File: src/rtl/alu_cfg_pkg.sv
// Shared definitions for the configuration command path: opcode encoding,
// command-word field positions and the opcode legality screen.
package alu_cfg_pkg;

    typedef enum logic [2:0] {
        OP_ADD  = 3'b000,
        OP_SUB  = 3'b001,
        OP_AND  = 3'b010,
        OP_OR   = 3'b011,
        OP_XOR  = 3'b100,
        OP_SHL  = 3'b101,
        OP_RSV6 = 3'b110,
        OP_RSV7 = 3'b111
    } opcode_e;

    localparam int OP_MSB = 34;
    localparam int OP_LSB = 32;
    localparam int A_MSB  = 31;
    localparam int A_LSB  = 16;
    localparam int B_MSB  = 15;
    localparam int B_LSB  = 0;

    // The two reserved encodings must never reach the ALU issue logic.
    function automatic logic is_legal_op(input logic [2:0] op);
        return (op != OP_RSV6) && (op != OP_RSV7);
    endfunction

endpackage

File: src/rtl/cfg_sync_fifo.sv
// Generic single-clock FIFO with explicit occupancy count and combinational
// head read. DEPTH must be a power of two (>= 2) so pointers wrap naturally.
module cfg_sync_fifo #(
    parameter int WIDTH = 35,
    parameter int DEPTH = 4
) (
    input  logic                         clk,
    input  logic                         rst,
    input  logic                         push,
    input  logic                         pop,
    input  logic [WIDTH-1:0]             wdata,
    output logic [WIDTH-1:0]             head_data,
    output logic [$clog2(DEPTH+1)-1:0]   count,
    output logic                         full,
    output logic                         empty
);

    localparam int AW = $clog2(DEPTH);
    localparam int CW = $clog2(DEPTH + 1);

    logic [WIDTH-1:0] mem_q [DEPTH];
    logic [AW-1:0]    wr_ptr_q, wr_ptr_d;
    logic [AW-1:0]    rd_ptr_q, rd_ptr_d;
    logic [CW-1:0]    count_q, count_d;
    logic             do_push, do_pop;

    assign empty = (count_q == '0);
    assign full  = (count_q == CW'(DEPTH));

    // A push into a full FIFO is only safe when the head retires on the same edge.
    assign do_pop  = pop & ~empty;
    assign do_push = push & (~full | do_pop);

    always_comb begin
        wr_ptr_d = wr_ptr_q;
        rd_ptr_d = rd_ptr_q;
        count_d  = count_q;
        if (do_push) begin
            wr_ptr_d = wr_ptr_q + AW'(1);
        end
        if (do_pop) begin
            rd_ptr_d = rd_ptr_q + AW'(1);
        end
        case ({do_push, do_pop})
            2'b10:   count_d = count_q + CW'(1);
            2'b01:   count_d = count_q - CW'(1);
            default: count_d = count_q;
        endcase
    end

    always_ff @(posedge clk) begin
        if (rst) begin
            wr_ptr_q <= '0;
            rd_ptr_q <= '0;
            count_q  <= '0;
        end else begin
            wr_ptr_q <= wr_ptr_d;
            rd_ptr_q <= rd_ptr_d;
            count_q  <= count_d;
        end
    end

    // Storage is cleared on reset so the head fields read zero afterwards.
    always_ff @(posedge clk) begin
        if (rst) begin
            for (int i = 0; i < DEPTH; i++) begin
                mem_q[i] <= '0;
            end
        end else if (do_push) begin
            mem_q[wr_ptr_q] <= wdata;
        end
    end

    assign head_data = mem_q[rd_ptr_q];
    assign count     = count_q;

endmodule

File: src/rtl/cfg_cmd_buffer.sv
// Captures deserialized command words on the rising edge of load_flag, drops
// reserved opcodes, queues legal words and presents the head to the ALU.
module cfg_cmd_buffer
    import alu_cfg_pkg::*;
#(
    parameter int SIZE  = 35,
    parameter int OPW   = 3,
    parameter int DW    = 16,
    parameter int DEPTH = 4
) (
    input  logic            clk,
    input  logic            rst,
    input  logic [SIZE-1:0] cfg_word,
    input  logic            load_flag,
    output logic            cmd_valid,
    input  logic            cmd_ready,
    output logic [OPW-1:0]  cmd_opcode,
    output logic [DW-1:0]   cmd_op_a,
    output logic [DW-1:0]   cmd_op_b,
    output logic [2:0]      fifo_count,
    output logic            overflow,
    output logic            illegal_op,
    input  logic            clr_flags
);

    logic                       load_prev_q;
    logic                       overflow_q, overflow_d;
    logic                       illegal_op_q, illegal_op_d;
    logic [2:0]                 word_op;
    logic                       new_word, word_legal;
    logic                       push, pop;
    logic                       overflow_evt, illegal_evt;
    logic                       fifo_full, fifo_empty;
    logic [SIZE-1:0]            head_word;
    logic [$clog2(DEPTH+1)-1:0] count;

    assign word_op    = cfg_word[OP_MSB:OP_LSB];
    assign new_word   = load_flag & ~load_prev_q;
    assign word_legal = is_legal_op(word_op);

    assign pop          = ~fifo_empty & cmd_ready;
    assign push         = new_word & word_legal & (~fifo_full | pop);
    assign overflow_evt = new_word & word_legal & fifo_full & ~pop;
    assign illegal_evt  = new_word & ~word_legal;

    // A set event outranks a simultaneous clear so no drop goes unreported.
    always_comb begin
        overflow_d   = overflow_q;
        illegal_op_d = illegal_op_q;
        if (overflow_evt) begin
            overflow_d = 1'b1;
        end else if (clr_flags) begin
            overflow_d = 1'b0;
        end
        if (illegal_evt) begin
            illegal_op_d = 1'b1;
        end else if (clr_flags) begin
            illegal_op_d = 1'b0;
        end
    end

    // load_prev resets high so a level still asserted at reset release is ignored.
    always_ff @(posedge clk) begin
        if (rst) begin
            load_prev_q  <= 1'b1;
            overflow_q   <= 1'b0;
            illegal_op_q <= 1'b0;
        end else begin
            load_prev_q  <= load_flag;
            overflow_q   <= overflow_d;
            illegal_op_q <= illegal_op_d;
        end
    end

    cfg_sync_fifo #(
        .WIDTH (SIZE),
        .DEPTH (DEPTH)
    ) u_fifo (
        .clk       (clk),
        .rst       (rst),
        .push      (push),
        .pop       (pop),
        .wdata     (cfg_word),
        .head_data (head_word),
        .count     (count),
        .full      (fifo_full),
        .empty     (fifo_empty)
    );

    assign cmd_valid  = ~fifo_empty;
    assign cmd_opcode = head_word[OP_MSB:OP_LSB];
    assign cmd_op_a   = head_word[A_MSB:A_LSB];
    assign cmd_op_b   = head_word[B_MSB:B_LSB];
    assign fifo_count = 3'(count);
    assign overflow   = overflow_q;
    assign illegal_op = illegal_op_q;

endmodule

File: config.mk
export PLATFORM = sky130hd
export DESIGN_NAME = cfg_cmd_buffer
export DESIGN_NICKNAME = d
export VERILOG_FILES = /design/src/rtl/alu_cfg_pkg.sv /design/src/rtl/cfg_sync_fifo.sv /design/src/rtl/cfg_cmd_buffer.sv
export SDC_FILE = /design/constraint.sdc
export NUM_CORES = 1
export LEC_CHECK = 0
export ABC_CLOCK_PERIOD_IN_PS = 4400
export BUFFER_PORTS_ARGS = -buffer_cell sky130_fd_sc_hd__buf_2
export CAP_MARGIN = 0
export CORE_MARGIN = 2
export CORE_UTILIZATION = 58
export DETAILED_ROUTE_END_ITERATION = 12
export GPL_TIMING_DRIVEN = 1
export PLACE_DENSITY_LB_ADDON = 0.1
export SLEW_MARGIN = 20
export SYNTH_ARGS = -nofsm -noshare
export SYNTH_HDL_FRONTEND = slang
export SYNTH_HIERARCHICAL = 1
export SYNTH_SLANG_ARGS = --single-unit
File: constraint.sdc
create_clock -name clk -period 4.4 [get_ports clk]
set_input_delay 0.22 -clock clk [delete_from_list [all_inputs] [get_ports clk]]
set_output_delay 0.22 -clock clk [all_outputs]
set_load 0.02 [all_outputs]
==> results.cfg, run 1 <==
[outcome]
status = completed

[setup_path]
path_max_fanout = 36
timing.rr.start = u_fifo/count[2]
critical_path_class = reg -> reg
cp.required_ns = 4.68
start_kind = flop
critical_path.max_stage_delay_ns = 0.49
startpoint = u_fifo/count[2]
timing.rr.end = u_fifo/mem_q[1][19]
cp.arrival_ns = 3.33
cp_slowest_cell = and3b_1
crit_top_cell = buf_4
r2r_cells = 10
r2r_slack_ns = 1.36
crit_chain = nor3_1 > nand2b_2 > a211oi_1 > buf_4 > inv_1 > nor3b_4 > buf_4 > and3b_1 > buf_4 > and2_4
end_kind = flop
critPathCapture = u_fifo/mem_q[1][19]

[grt]
grt_pass1_vias = 3758
grt_pass1_wl_um = 20000
use_met2_pct = 35.4
grt_util_met1_pct = 28.7
grt_max_degree = 37
use_met3_pct = 4.95
antenna_found_initial = 0
overflow = 0
grt-busiest-layer = met2
track_usage_pct = 21.4

[synthesis]
synth_top_flop_cell = edfxtp_1
synthCells = 409
yosysWarningCount = 6
ys_ff_latch = 152
syn_area_sq_um = 6710
synth_fp_nets = 450
synth_edf_count = 140
yosys-top-cells-area = edfxtp_1 63%, mux4_2 12%, and2_1 11%
synth_cell_types = 39
synth_top_cell_by_area = edfxtp_1
yosysTopAreaCellShare_pct = 62.7
ys_top_cells_by_count = 140 x edfxtp_1, 116 x and2_1, 35 x mux4_2
seq_area_frac_synth_pct = 66.2
async_flop_share_pct = 0
synth.most_common_cell = edfxtp_1
avgSynthCellArea_sq_um = 16.4

[clock_tree]
numCtsBuffers = 17
clock-root-buffer = clkbuf_16
cts.sinks = 152
clk_pin_slew_ns = 0.06
cts-resized-gates = 0
h-tree-depth = 4
cts_tree = built
clock_path_buffers = 2
postCtsSetupBuffers = 0
clkLatencyLatePin_ns = 0.41
postCtsHoldBufs = 0

[route]
avgViaCountPerCell = 5.63
wl_per_cell_um = 19.4
drt_iter0_markers = 292
first_pass_iters = 4
antenna_left = 0
vias = 3650
wirelength_um = 12600
route.detailed.drc = 0

[sta]
fin_skew_ns = 0.00545
final-setup-viol-count = 0
maxSlewHeadroom_pct = 32.3
tns_ns = 0
period_minus_slack_ns = 3.04
finalCritPeriodShare_pct = 69.2
rsz0062_at_grt = no
hold_violations = 0
drv_slew = 0
fmax_ghz = 0.329
max_slew.worst_pin.slew_ns = 1.01

[die]
pin_count = 81
dieArea_sq_um = 12400
num_rows = 39
coreArea_sq_um = 11400
start_util_pct = 59.0
die_h_um = 112
die_w_um = 112

[power]
irDropWorstVdd_mv = 0.264
leakagePower_nw = 3.06
power_density_nw_per_um2 = 435
power_mw = 3.47

[job]
drv_cap = 0

[layout]
area_delta_synth_final_pct = 18.8
nets = 534
antennaDiodeCount = 0
drive_gt1_share_pct = 38.4
stdcell_count = 648

[placement]
portBuffers = 80
dpl.cell_count = 617
finalWeightedCongestion = 0.831
hpwl_um = 7370

[min_path]
hp-class = in -> reg
## critical path, delay by kind of cell (launching register included)
family                 cells  cell delay (ns)
AND/OR/NAND/NOR            5             1.17
buffers and inverters      4             1.04
flip-flops                 1             0.46
AO/OA/AOI/OAI              1             0.24
## per-layer routing
| metal | wire (um) | share of wire (%) | vias up |
|---|---|---|---|
| met4 | 137 | 1.1 | 0 |
| met5 | 0 | 0 | - |
| met2 | 6350 | 51 | 108 |
| met1 | 5480 | 44 | 1852 |
| li1 | - | - | 1677 |
| met3 | 590 | 4.7 | 13 |
## report_power, final
group | switching (mW) | leakage, nW | internal [mW]
combinational | 0.0963 | 1.19 | 0.0589
clock | 0.552 | 0.318 | 1.11
sequential | 0.0159 | 1.55 | 1.63
total | 0.664 | 3.06 | 2.80
## per-stage QoR
stage               hold WS (ns)  instance area [sq um]  utilization (%)  worst slack, ns
detailed placement         0.456                   7290             64.1             1.34
CTS                       0.0324                   7970             70.1             1.33
floorplan                  0.289                   6710                -            0.883
finish                    0.0452                   7970             70.1             1.36
global route              0.0390                   7970             70.1             1.08
global placement           0.439                   7260             63.9             1.46
## logic make-up after synthesis
logic type               count (synthesis)  share of synthesized area [%]
flip-flops                             152                           66.2
AND/OR/NAND/NOR                        174                           17.2
XOR/XNOR                                 6                          0.783
multiplexers                            36                           11.9
AO/OA/AOI/OAI                           12                           1.53
buffers and inverters                   28                           2.09
adder cells (fa/ha/maj)                  1                          0.298
## placed cells by master, fill, tap and decap left out, types with 2 or more instances in the layout
| cell | Yosys | final |
|---|---|---|
| and3_1 | 2 | 2 |
| inv_1 | 4 | 4 |
| mux4_2 | 35 | 35 |
| xor2_1 | 5 | 5 |
| clkinv_2 | 0 | 2 |
| buf_4 | 0 | 7 |
| or2_2 | 2 | 2 |
| edfxtp_1 | 140 | 140 |
| buf_2 | 4 | 80 |
| nand2_1 | 3 | 3 |
| clkbuf_16 | 0 | 17 |
| a211oi_1 | 2 | 2 |
| bufinv_16 | 0 | 7 |
| clkinvlp_4 | 0 | 4 |
| o21bai_4 | 0 | 2 |
| o31a_1 | 2 | 2 |
| nand2b_1 | 4 | 4 |
| nand3_1 | 3 | 3 |
| dfxtp_1 | 12 | 10 |
| and2_1 | 116 | 116 |
| and2_4 | 25 | 25 |
| nor2_1 | 9 | 9 |
## sequential cells by signal, indices dropped and copies added, names as in the netlist, named ones only
name / count
u_fifo/mem_q: 140
u_fifo/count: 3
u_fifo/rd_ptr_q: 2
u_fifo/wr_ptr_q: 2
illegal_op: 1
load_prev_q: 1
overflow: 1
## worst min path at each step
| stage | startpoint | to | slack (ns) | cells after the start |
|---|---|---|---|---|
| floorplan | rst | illegal_op | 0.29 | 1 |
| global placement | load_flag | load_prev_q | 0.44 | 2 |
| detailed placement | load_flag | load_prev_q | 0.46 | 2 |
| CTS | load_flag | load_prev_q | 0.03 | 2 |
| global route | load_flag | load_prev_q | 0.04 | 2 |
| finish | load_flag | load_prev_q | 0.05 | 2 |
## area by class of cell
class	count	area (sq um)
inverter	5	18.8
clock buffer	17	425
fill	747	3400
multi-input combinational	229	2160
clock inverter	14	254
sequential	152	4450
tap	143	179
timing repair buffer	88	480
No activity file was read; power rests on OpenSTA's default activity.
==> run 2: changes to the inputs <==
--- a/config.mk
+++ b/config.mk
@@ -5,7 +5,7 @@
 export SDC_FILE = /design/constraint.sdc
 export NUM_CORES = 1
 export LEC_CHECK = 0
-export ABC_CLOCK_PERIOD_IN_PS = 4400
+export ABC_CLOCK_PERIOD_IN_PS = 2890
 export BUFFER_PORTS_ARGS = -buffer_cell sky130_fd_sc_hd__buf_2
 export CAP_MARGIN = 0
 export CORE_MARGIN = 2
==> constraint.sdc (replaced) <==
create_clock -name clk -period 2.89 [get_ports clk]
set_input_delay 0.1445 -clock clk [delete_from_list [all_inputs] [get_ports clk]]
set_output_delay 0.1445 -clock clk [all_outputs]
set_load 0.02 [all_outputs]
==> run 2 against run 1 <==
Effect of this change:
- cell count increased by 0.62%
- clock skew about the same
- sequential share of layout area increased by 0.28 points
- clock power increased by 33%
- non-clock buffer count increased by 4
- via count decreased by 2.7%
==> results.cfg, run 2 (synthesis gave the netlist of run 1 again) <==
[setup_path]
cp_slowest_cell = and3b_2
crit_chain = nor3_1 > nand2b_2 > a211oi_1 > buf_4 > inv_1 > nor3b_4 > and3b_2 > and2_4
cp.required_ns = 3.17
critical_path_class = reg -> reg
cp.arrival_ns = 2.92
end_kind = flop
path_max_fanout = 35
critical_path.max_stage_delay_ns = 0.74
start_kind = flop

[die]
dieArea_sq_um = 12400
die_h_um = 112
coreArea_sq_um = 11400
die_w_um = 112
pin_count = 81
start_util_pct = 59.0
num_rows = 39

[route]
avgViaCountPerCell = 5.45
wirelength_um = 12300
antenna_left = 0
drt_iter0_markers = 245
route.detailed.drc = 0
vias = 3552
wl_per_cell_um = 18.8
first_pass_iters = 7

[placement]
hpwl_um = 7050
pre_cts_ws_ns = 0.0950
dpl-instance-area_sq_um = 7320
dpl.cell_count = 620
finalWeightedCongestion = 0.753
portBuffers = 80

[layout]
final_util_pct = 69.7
nFillCells = 799
stdcell_count = 652
largest_reg_flops = 140
drive_gt1_share_pct = 37.7
nets = 538
stdcell_area_sq_um = 7930
layout_commonest_cell = edfxtp_1
final_cell_mix = 140 x edfxtp_1, 116 x and2_1, 80 x buf_2, 35 x mux4_2, 25 x and2_4
area_delta_synth_final_pct = 18.1
top_register = u_fifo/mem_q
antennaDiodeCount = 0

[sta]
max_slew.worst_pin.slew_ns = 0.933
finalCritPeriodShare_pct = 91.6
hold_violations = 0
final-setup-viol-count = 0
fmax_ghz = 0.378
maxSlewHeadroom_pct = 37.8
fin_skew_ns = 0.00523
drv_slew = 0
rsz0062_at_grt = no
period_minus_slack_ns = 2.65
tns_ns = 0
fin_hold_ws_ns = 0.0206
fin_ws_ns = 0.244

[power]
power_density_nw_per_um2 = 624
power_mw = 4.95
power.share.clock_pct = 44.6
pwr-share-seq_pct = 50.6
irDropWorstVdd_mv = 0.400
p_int_mw = 4.00
p_sw_share_pct = 19.3
comb_power_share_pct = 4.8
switchingPower_mw = 0.954
leakagePower_nw = 3.05

[clock_tree]
h-tree-depth = 4
cts.sinks = 152
clkLatencyLatePin_ns = 0.40
postCtsSetupBuffers = 0
clk_pin_slew_ns = 0.06
clock_path_buffers = 2
numCtsBuffers = 17
cts_tree = built
clock-root-buffer = clkbuf_16

[min_path]
hp-class = in -> reg

[grt]
antenna_found_initial = 0
overflow = 0
grt_pass1_vias = 3729
track_usage_pct = 20.9
grt_max_degree = 36
grt_pass1_wl_um = 19500

[outcome]
status = completed

[job]
drv_cap = 0
[run 2: what timing repair did]
item                                    in CTS  in global routing
hold buffers                                 1                  0
resized for setup                            0                  2
endpoints found under the setup margin       0                 60
endpoints found under the hold margin        1                  0
[run 2: final timing paths]
path                                           end  slack [ns]  depth (start not counted)             from
worst max-delay path            u_fifo/mem_q[1][9]        0.24                          8  u_fifo/count[0]
worst min-delay path                    illegal_op        0.02                          3        clr_flags
worst max register to register  u_fifo/mem_q[1][9]        0.24                          8  u_fifo/count[0]
worst min register to register          illegal_op        0.48                          2       illegal_op
[run 2: cell type report]
class | count | area, sq um | share of cell area [%]
well taps | 143 | 179 | 2.26
inverters | 5 | 18.8 | 0.237
clock buffers | 19 | 433 | 5.46
clock inverters | 12 | 158 | 1.99
repair buffers | 92 | 518 | 6.54
multi-input cells | 229 | 2170 | 27.4
flip-flops and latches | 152 | 4450 | 56.1
[run 2: critical path, delay by kind of cell (launching register included)]
kind            cells  cell delay [ns]
compound gates      1             0.24
flops               1             0.46
simple gates        5             1.50
buf+inv             2             0.30
[run 2: power by group through the flow]
stage          sequential [mW]  combinational (mW)  clock (mW)
6_report                  2.51               0.236        2.21
3_5_place_dp              2.55               0.237           0
5_1_grt                   2.51               0.256        2.34
4_1_cts                   2.51               0.239        2.24
2_1_floorplan             2.54               0.129           0
3_3_place_gp              2.55               0.235           0
[run 2: per-layer routing]
metal	up-vias	GRT usage, %	wire (um)
li1	1681	-	-
met1	1762	27.2	5010
met2	100	35.2	6380
met3	9	5.66	758
met4	0	6.01	109
met5	-	0	0
==> run 3: changes to the inputs <==
--- a/config.mk
+++ b/config.mk
@@ -12,6 +12,7 @@
 export CORE_UTILIZATION = 58
 export DETAILED_ROUTE_END_ITERATION = 12
 export GPL_TIMING_DRIVEN = 1
+export HOLD_SLACK_MARGIN = 0.06
 export PLACE_DENSITY_LB_ADDON = 0.1
 export SLEW_MARGIN = 20
 export SYNTH_ARGS = -nofsm -noshare
==> run 3 against run 2 <==
Effect of this change:
- final area grew 4.0%
- critical endpoint unchanged
- largest power group unchanged
- cell count grew 4.9%
- first-iteration DRC count shrank 17%
- core utilization grew 2.8 points
- sequential share of layout area shrank 2.2 points
- count of clock-buffer cells in the layout is the same
- fmax grew 0.34%
- setup slack gained 0.0089 ns
- wire length grew 2.3%
- largest cell class unchanged
- critical path depth is the same
- clock skew grew 0.0020 ns
==> results.cfg, run 3 (synthesis gave the netlist of run 1 again) <==
[clock_tree]
numCtsBuffers = 17
cts.sinks = 152
h-tree-depth = 4
clkLatencyLatePin_ns = 0.41
clk_pin_slew_ns = 0.06
clock_path_buffers = 2
clock-root-buffer = clkbuf_16
cts_tree = built
postCtsSetupBuffers = 0

[power]
irDropWorstVdd_mv = 0.401
leakagePower_nw = 3.19
power_density_nw_per_um2 = 605

[die]
die_h_um = 112
start_util_pct = 59.0
dieArea_sq_um = 12400
die_w_um = 112
num_rows = 39
coreArea_sq_um = 11400
pin_count = 81

[layout]
nets = 570
multi_input_area_sq_um = 2170
stdcell_count = 684
area_delta_synth_final_pct = 22.9
largest_reg_flops = 140
stdcell_area_sq_um = 8250
final_cell_mix = 140 x edfxtp_1, 116 x and2_1, 80 x buf_2, 35 x mux4_2, 33 x dlygate4sd3_1
nFillCells = 757
seqCellArea_sq_um = 4450
antennaDiodeCount = 0
top_register = u_fifo/mem_q
layout_commonest_cell = edfxtp_1
drive_gt1_share_pct = 35.5

[sta]
maxSlewHeadroom_pct = 37.9
fmax_ghz = 0.379
drv_slew = 0
final-setup-viol-count = 0
tns_ns = 0
period_minus_slack_ns = 2.64
hold_violations = 0
fin_skew_ns = 0.00727
max_slew.worst_pin.slew_ns = 0.931
rsz0062_at_grt = no
finalCritPeriodShare_pct = 91.2

[grt]
grt_pass1_vias = 3911
overflow = 0
track_usage_pct = 21.6
grt_pass1_wl_um = 20200
grt_max_degree = 36
antenna_found_initial = 0

[route]
vias = 3711
drt_iter0_markers = 203
first_pass_iters = 6
antenna_left = 0
avgViaCountPerCell = 5.43
route.detailed.drc = 0
wl_per_cell_um = 18.3
wirelength_um = 12500

[setup_path]
path_max_fanout = 35
cp.required_ns = 3.17
end_kind = flop
cp.arrival_ns = 2.92
cp_slowest_cell = and3b_2
crit_chain = nor3_1 > nand2b_2 > a211oi_1 > buf_4 > inv_1 > nor3b_4 > and3b_2 > and2_4
start_kind = flop
r2r_slack_ns = 0.25
critical_path.max_stage_delay_ns = 0.75
critical_path_class = reg -> reg

[job]
drv_cap = 0

[placement]
dpl-instance-area_sq_um = 7320
finalWeightedCongestion = 0.753
dpl.cell_count = 620
hpwl_um = 7050
portBuffers = 80

[outcome]
status = completed

[min_path]
hp-class = in -> reg
run 3: cell type report:
type | count | share of cell area [%]
clock buffers | 19 | 5.25
clock inverters | 12 | 1.91
inverters | 5 | 0.228
multi-input cells | 229 | 26.4
flip-flops and latches | 152 | 53.9
well taps | 143 | 2.17
repair buffers | 124 | 10.2
run 3: power by group:
group,switching [mW],internal (mW)
Sequential,0.0225,2.48
Combinational,0.151,0.118
Clock,0.789,1.42
Total,0.962,4.02
run 3: final timing paths:
kind / from / end / cells after the start
setup / recovery: u_fifo/count[0] / u_fifo/mem_q[1][9] / 8
hold / removal: cfg_word[29] / u_fifo/mem_q[2][29] / 2
setup reg to reg: u_fifo/count[0] / u_fifo/mem_q[1][9] / 8
hold reg to reg: u_fifo/rd_ptr_q[1] / flop / 2
run 3: repair_timing:
action,CTS,global route
hold buffers,33,0
endpoints found under the setup margin,0,60
hold endpoints to repair,102,0
gates resized for setup,0,2
run 3: metal layers:
layer,track usage [%],vias up,share of wire [%]
li1,-,1747,-
met1,27.9,1836,41
met2,36.7,113,52
met3,5.39,15,5.8
met4,6.42,0,1.3
met5,0,-,0
run 3: worst max-delay path: cells and delay by family, from the launching register on:
family          cells  cell delay [ns]
flops               1             0.45
compound gates      1             0.24
simple gates        5             1.52
buf+inv             2             0.29
run 3: through the flow:
| step | hold WS (ns) | total power, mW | util, % | setup slack (ns) |
|---|---|---|---|---|
| final | 0.0680 | 4.99 | 72.5 | 0.253 |
| after global routing | 0.0707 | 5.14 | 72.5 | 0.0120 |
| after CTS | 0.0613 | 5.02 | 72.5 | 0.0785 |
| after detailed placement | 0.369 | 2.79 | 64.4 | 0.0950 |
| after global placement | 0.363 | 2.78 | 64.4 | 0.216 |
| after floorplan | 0.214 | 2.67 | - | 0.0996 |
